### config.mk
export PLATFORM = sky130hd
export DESIGN_NAME = ascon_decrypt
export DESIGN_NICKNAME = d
export VERILOG_FILES = /design/src/rtl/ascon_pkg.sv /design/src/rtl/ascon_round.sv /design/src/rtl/ascon_decrypt.sv
export SDC_FILE = /design/constraint.sdc
export NUM_CORES = 2
export LEC_CHECK = 0
export ABC_AREA = 1
export CORE_ASPECT_RATIO = 1.75
export CORE_MARGIN = 5
export CORE_UTILIZATION = 35
export DETAILED_ROUTE_END_ITERATION = 7
export GPL_TIMING_DRIVEN = 1
export PLACE_DENSITY = 0.57
export SYNTH_ARGS = -nofsm -noshare
export SYNTH_HDL_FRONTEND = slang
export SYNTH_SLANG_ARGS = --single-unit
### constraint.sdc
create_clock -name clk -period 3.1 [get_ports clk]
set_clock_uncertainty 0.05 [all_clocks]
set_input_delay 0.31 -clock clk [delete_from_list [all_inputs] [get_ports clk]]
set_output_delay 0.31 -clock clk [all_outputs]
set_load 0.01 [all_outputs]
### src/rtl/ascon_pkg.sv
// Shared ASCON-128a definitions for the encrypt and decrypt datapaths.
// Widths, round counts, padding byte, round constant and FSM encoding.
package ascon_pkg;

  localparam int STATE_W = 320;
  localparam int RATE_W  = 128;
  localparam int PA      = 12;
  localparam int PB      = 8;

  localparam logic [7:0] PAD_BYTE = 8'h80;

  typedef enum logic [2:0] {
    ST_IDLE,
    ST_AD_PERM,
    ST_CT,
    ST_FIN_PERM,
    ST_OUT
  } state_e;

  function automatic logic [7:0] round_const(
    input logic [3:0] r
  );
    return {4'hF - r, r};
  endfunction

  function automatic logic [2:0] clamp_len(
    input logic [31:0] len
  );
    return (len > 32'd4) ? 3'd4 : len[2:0];
  endfunction

endpackage

### src/rtl/ascon_round.sv
// Single combinational ASCON permutation round.
// Constant addition, bitsliced 5-bit S-box, then the linear layer.
module ascon_round
  import ascon_pkg::*;
(
  input  logic [3:0]         i_idx,
  input  logic [STATE_W-1:0] i_s,
  output logic [STATE_W-1:0] o_s
);

  function automatic logic [63:0] ror(
    input logic [63:0] x,
    input int          n
  );
    return (x >> n) | (x << (64 - n));
  endfunction

  logic [63:0] x0, x1, x2, x3, x4;
  logic [63:0] t0, t1, t2, t3, t4;

  always_comb begin
    x0 = i_s[319:256];
    x1 = i_s[255:192];
    x2 = i_s[191:128];
    x3 = i_s[127:64];
    x4 = i_s[63:0];
    x2[7:0] = x2[7:0] ^ round_const(i_idx);
    x0 = x0 ^ x4;
    x4 = x4 ^ x3;
    x2 = x2 ^ x1;
    t0 = ~x0 & x1;
    t1 = ~x1 & x2;
    t2 = ~x2 & x3;
    t3 = ~x3 & x4;
    t4 = ~x4 & x0;
    x0 = x0 ^ t1;
    x1 = x1 ^ t2;
    x2 = x2 ^ t3;
    x3 = x3 ^ t4;
    x4 = x4 ^ t0;
    x1 = x1 ^ x0;
    x0 = x0 ^ x4;
    x3 = x3 ^ x2;
    x2 = ~x2;
    o_s = {
      x0 ^ ror(x0, 19) ^ ror(x0, 28),
      x1 ^ ror(x1, 61) ^ ror(x1, 39),
      x2 ^ ror(x2, 1)  ^ ror(x2, 6),
      x3 ^ ror(x3, 10) ^ ror(x3, 17),
      x4 ^ ror(x4, 7)  ^ ror(x4, 41)
    };
  end

endmodule

### src/rtl/ascon_decrypt.sv
// Iterative ASCON-128a decrypt/verify core, one round per clock.
// Define ASCON_DEC_PT_MASK_EN to zero pt_out whenever the tag fails.
module ascon_decrypt
  import ascon_pkg::*;
(
  input  logic               clk,
  input  logic               rst,
  input  logic               start,
  input  logic [STATE_W-1:0] ini_sin,
  input  logic [127:0]       key,
  input  logic [31:0]        dec_ad,
  input  logic [31:0]        dec_adlen,
  input  logic [31:0]        ct_in,
  input  logic [31:0]        ct_len,
  input  logic [127:0]       tag_in,
  output logic               busy,
  output logic               done,
  output logic [31:0]        pt_out,
  output logic               auth_ok
);

  state_e             r_state;
  logic [STATE_W-1:0] r_s;
  logic [3:0]         r_cnt;
  logic [127:0]       r_key;
  logic [127:0]       r_tag;
  logic [31:0]        r_ct;
  logic [2:0]         r_len;
  logic [31:0]        r_pt;

  logic [2:0]         w_adlen;
  logic [RATE_W-1:0]  w_ad_blk;
  logic [3:0]         w_idx;
  logic [STATE_W-1:0] w_rnd;
  logic [STATE_W-1:0] w_ct_s;
  logic [31:0]        w_pt_raw;
  logic [127:0]       w_tag;
  logic               w_auth;
  logic [31:0]        w_pt_fin;

  assign w_adlen = clamp_len(dec_adlen);
  assign w_idx   = (r_state == ST_AD_PERM) ? r_cnt + 4'd4 : r_cnt;

  ascon_round u_round (
    .i_idx (w_idx),
    .i_s   (r_s),
    .o_s   (w_rnd)
  );

  always_comb begin
    w_ad_blk = '0;
    for (int i = 0; i < 4; i++)
      if (i < int'(w_adlen))
        w_ad_blk[127-8*i -: 8] = dec_ad[31-8*i -: 8];
    for (int i = 0; i < 5; i++)
      if (i == int'(w_adlen))
        w_ad_blk[127-8*i -: 8] = PAD_BYTE;
  end

  // Ciphertext replaces the rate bytes it covers (duplex decrypt).
  always_comb begin
    w_ct_s    = r_s;
    w_pt_raw  = '0;
    w_ct_s[0] = ~r_s[0];
    for (int i = 0; i < 4; i++)
      if (i < int'(r_len)) begin
        w_pt_raw[31-8*i -: 8] = r_ct[31-8*i -: 8] ^ r_s[319-8*i -: 8];
        w_ct_s[319-8*i -: 8]  = r_ct[31-8*i -: 8];
      end
    for (int i = 0; i < 5; i++)
      if (i == int'(r_len))
        w_ct_s[319-8*i -: 8] = w_ct_s[319-8*i -: 8] ^ PAD_BYTE;
    w_ct_s[191:64] = w_ct_s[191:64] ^ r_key;
  end

  assign w_tag  = w_rnd[127:0] ^ r_key;
  assign w_auth = (w_tag == r_tag);

`ifdef ASCON_DEC_PT_MASK_EN
  assign w_pt_fin = w_auth ? r_pt : 32'h0;
`else
  assign w_pt_fin = r_pt;
`endif

  always_ff @(posedge clk) begin
    if (rst) begin
      r_state <= ST_IDLE;
      r_s     <= '0;
      r_cnt   <= '0;
      r_key   <= '0;
      r_tag   <= '0;
      r_ct    <= '0;
      r_len   <= '0;
      r_pt    <= '0;
      busy    <= 1'b0;
      done    <= 1'b0;
      pt_out  <= '0;
      auth_ok <= 1'b0;
    end else begin
      done <= 1'b0;
      unique case (r_state)
        ST_IDLE: begin
          if (start) begin
            r_key <= key;
            r_tag <= tag_in;
            r_ct  <= ct_in;
            r_len <= clamp_len(ct_len);
            r_cnt <= '0;
            busy  <= 1'b1;
            if (w_adlen != 3'd0) begin
              r_s     <= ini_sin ^ {w_ad_blk, 192'b0};
              r_state <= ST_AD_PERM;
            end else begin
              r_s     <= ini_sin;
              r_state <= ST_CT;
            end
          end
        end
        ST_AD_PERM: begin
          r_s <= w_rnd;
          if (r_cnt == 4'(PB - 1)) begin
            r_cnt   <= '0;
            r_state <= ST_CT;
          end else begin
            r_cnt <= r_cnt + 4'd1;
          end
        end
        ST_CT: begin
          r_s     <= w_ct_s;
          r_pt    <= w_pt_raw;
          r_cnt   <= '0;
          r_state <= ST_FIN_PERM;
        end
        ST_FIN_PERM: begin
          r_s <= w_rnd;
          if (r_cnt == 4'(PA - 1)) begin
            r_cnt   <= '0;
            pt_out  <= w_pt_fin;
            auth_ok <= w_auth;
            done    <= 1'b1;
            r_state <= ST_OUT;
          end else begin
            r_cnt <= r_cnt + 4'd1;
          end
        end
        ST_OUT: begin
          busy    <= 1'b0;
          r_state <= ST_IDLE;
        end
        default: r_state <= ST_IDLE;
      endcase
    end
  end

endmodule
==> metrics.md <==
| Metric | Value |
|---|---|
| CP Cell Sequence | `nand2_1 > nand3_1 > nand2_1 > nand2_2 > nand2_1 > nand2_1 > nand2_1 > nand3_1 > nand2_1 > nand2_1 > nand2_1 > nor2_1 > nand2_1 > nor2_1 > nand2_1 > nor2_2 > nand3_2 > a21oi_2` |
| DRT iter0 DRCs | `~7.5k` |
| Post-route ant nets | `0` |
| Final setup viols | `3` |
| Vias post-DR | `70.50k` |
| Crit path largest cell delay | `~0.54 ns` |
| Final worst slack | `-0.2392 ns` |
| Final Cycle Share | `1.077` |
| Worst r2r src | `r_s[309]` |
| Number of fillers in the final layout | `14.62k` |
| Overflow after GRT | `0` |
| Setup slack, reg-to-reg | `-0.24 ns` |
| YS warnings | `0` |
| Slowest-stage cell, CP | `dfxtp_1` |
| Crit. Startpoint | `r_s[309]` |
| Setup CP Type | `reg -> reg` |
| Worst Hold Class | `in -> reg` |
| Mapped Area | `0.05207 sq mm` |
| DR DRC count | `0` |
| Mapped Nets | `between 9k and 10k` |
| Worst slew margin | `0.2889` |
| I/O pins | `around 740` |
| RSZ-0062 raised after global routing | `yes` |
| Syn-to-layout area delta | `51.11%` |
| Crit path capture type | `register` |
| Crit path max-delay family | `simple AND/OR/NAND/NOR gates` |
| Initial Util | `0.3516` |
| Vias per cell | `5.664` |
| Status | `finished, violations left` |
| Metal3 WL | `33510 um` |
| Initial antenna violation count | `60` |
| Actual slew at the worst max-slew pin | `about 1.1 ns` |
| Max Used Layer | `met5` |
| Rows | `187` |
| CORE AREA | `between 0.1 and 0.15 sq mm` |
| Metal-1 WL | `128000 um` |
| Worst Reg2Reg Path Length in Cells | `18` |
| Die W | `between 300 and 400 um` |
| Chip Height | `520.3 um` |
| CP Buf/Inv Count | `0` |
| Final net count | `11.19k` |
| Largest net degree at the start of global routing | `143` |
| Number of enable flip-flop cells after synthesis | `0` |
| Register area | `0.01372 sq mm` |
| Synthesized instance count | `8316` |
| Data required, critical path | `3.70 ns` |
| Area of the die | `0.1569 sq mm` |
| Clock Path Buffers | `3` |
| Critical Path Start Type | `register` |
| DRT Pass-1 Iters | `8` |
| First-pass GRT wire length | `approximately 530000 um` |
| H-tree depth | `3` |
| Crit-path max FO | `6` |
| Cts bufs inserted | `78` |
| Multi-input combinational cell area | `about 0.035 sq mm` |
| Worst Min Path Start | `tag_in[20]` |
| DRT Wirelength | `401300 um` |
| CTS tree | `built` |
| Reg2reg end | `auth_ok` |
| Drt wl/cell | `32.24 um` |
| Average cell area after synthesis | `6.262 sq um` |
| Final Max Tran Viols | `0` |
| Clk sinks | `685` |
| Async set-reset flop share out of synthesis | `0` |
| Failing checks | `setup timing` |
| Worst-Skew Late Latency | `0.72 ns` |
| GRT Resource Usage Total | `0.4876` |
| Max Cap Violations | `0` |
| RD Place Congestion | `1.146` |
| Buffers added on ports | `741` |
| WP data arrival | `3.93 ns` |
| Vias in the first global route | `65.66k` |
| Number of synthesized register bits | `685` |
| WHS Endpoint | `r_tag[20]` |
| Hpwl dp | `~340000 um` |
| Fmax | `299.5 MHz` |
| WHS Path Cells | `3` |
| Metal2 WL | `approximately 180000 um` |
| Root buf cell | `clkbuf_16` |
| Layout cell share with drive strength beyond 1 | `0.1994` |
| Clock-pin slew on the worst setup and hold paths | `~0.070 ns` |
| CP most frequent cell | `nand2_1` |
| Final Critical Period | `between 3 and 4 ns` |
| Synth cell types | `45` |
| Main synth FF type | `dfxtp_1` |
| Post-layout util | `0.5313` |
| Seq/Total Area, Yosys | `0.2633` |
| Final number of hold-violating endpoints | `0` |
[flip-flops by register name, indices dropped and copies added (netlist names)]
signal / flops
r_cnt: 4
r_ct: 32
done: 1
r_pt: 32
r_len: 3
pt_out: 32
r_s: 320
r_key: 128
r_tag: 128
busy: 1
r_state: 3
auth_ok: 1
[cells by family after synthesis]
group | synth area share
AO/OA/AOI/OAI | 0.1774
XOR/XNOR | 0.1083
adder cells (fa/ha/maj) | 0.03148
buffers and inverters | 0.07746
flip-flops | 0.2633
AND/OR/NAND/NOR | 0.3420
[final cells by class]
class                   instances  share of cell area
diodes                         51            0.001622
clock buffers                  99             0.02735
clock inverters                40            0.005216
inverters                     757             0.03645
multi-input cells            6567              0.4456
flip-flops and latches        685              0.1744
well taps                    1984             0.03155
repair buffers               2265              0.2778
[synth_stat cells (7+ instances only)]
master	number	area share
o211ai_1	29	0.0042
ha_1	131	0.031
or2_2	67	0.0080
xnor2_1	239	0.040
o21ai_0	722	0.069
nand4_1	105	0.013
dfxtp_1	685	0.26
nand3_1	772	0.074
xor2_2	7	0.0022
a21oi_1	523	0.050
o21ai_1	8	0.00077
buf_2	25	0.0024
nor3_1	8	0.00077
nand2_1	2489	0.18
nand3b_1	31	0.0045
nor2_1	597	0.043
buf_1	12	0.00086
inv_1	712	0.051
a41oi_1	133	0.022
a221oi_1	152	0.026
xor2_1	348	0.059
nor4_1	7	0.00084
nand2_2	121	0.015
clkbuf_1	268	0.019
nor2_2	12	0.0014
inv_2	45	0.0032
xnor2_2	22	0.0069
[metrics by stage]
step	std cells	setup WS (ns)	setup TNS, ns	hold slack [ns]	area, sq um
CTS	12390	-0.08229	-0.08229	0.09976	78250
detailed placement	12240	-0.4058	-0.4058	0.4027	75340
finish	12450	-0.2392	-0.2807	0.1287	78690
global placement	12240	-0.3658	-0.3658	0.3994	75340
floorplan	8316	0.2643	0	0.3915	52070
global route	12420	-0.2994	-0.2994	0.1441	78620
[worst min-delay path, cell delays in order]
cell             delay, ns
clkdlybuf4s50_1       0.40
nor2_1                0.10
nor2_1                0.05
[repair_timing]
action,in CTS,in global routing
resized for setup,63,59
cloned,0,0
pin swaps,42,33
hold endpoints to repair,10,0
setup endpoints to repair,2,8
hold buffers,1,0
setup buffers,14,6
[cell usage in the layout, fill, tap and decap left out, drive strengths merged, types with 72 or more instances in the layout]
cell type         n
dfxtp           685
nand3           774
nand4           105
nor2            614
xnor2           262
buf            1524
a221oi          155
clkbuf           99
ha              131
a21oi           527
clkdlybuf4s50   740
o21ai           732
a41oi           133
xor2            355
or2              72
nand2          2612
inv             763
[per-layer routing]
metal / track usage / vias up
li1: - / 31660
met1: 0.4730 / 32920
met2: 0.7711 / 4270
met3: 0.1177 / 1634
met4: 0.6017 / 16
met5: 0 / -
[how the worst max path moves through the flow]
stage | endpoint | cells after the start
2_1_floorplan | auth_ok | 24
3_3_place_gp | auth_ok | 20
3_5_place_dp | auth_ok | 25
4_1_cts | auth_ok | 25
5_1_grt | auth_ok | 26
6_report | auth_ok | 18
Power is left out: the tool's default activity adds up to more than one toggle a clock period on the data nets, which glitch-free logic cannot reach.
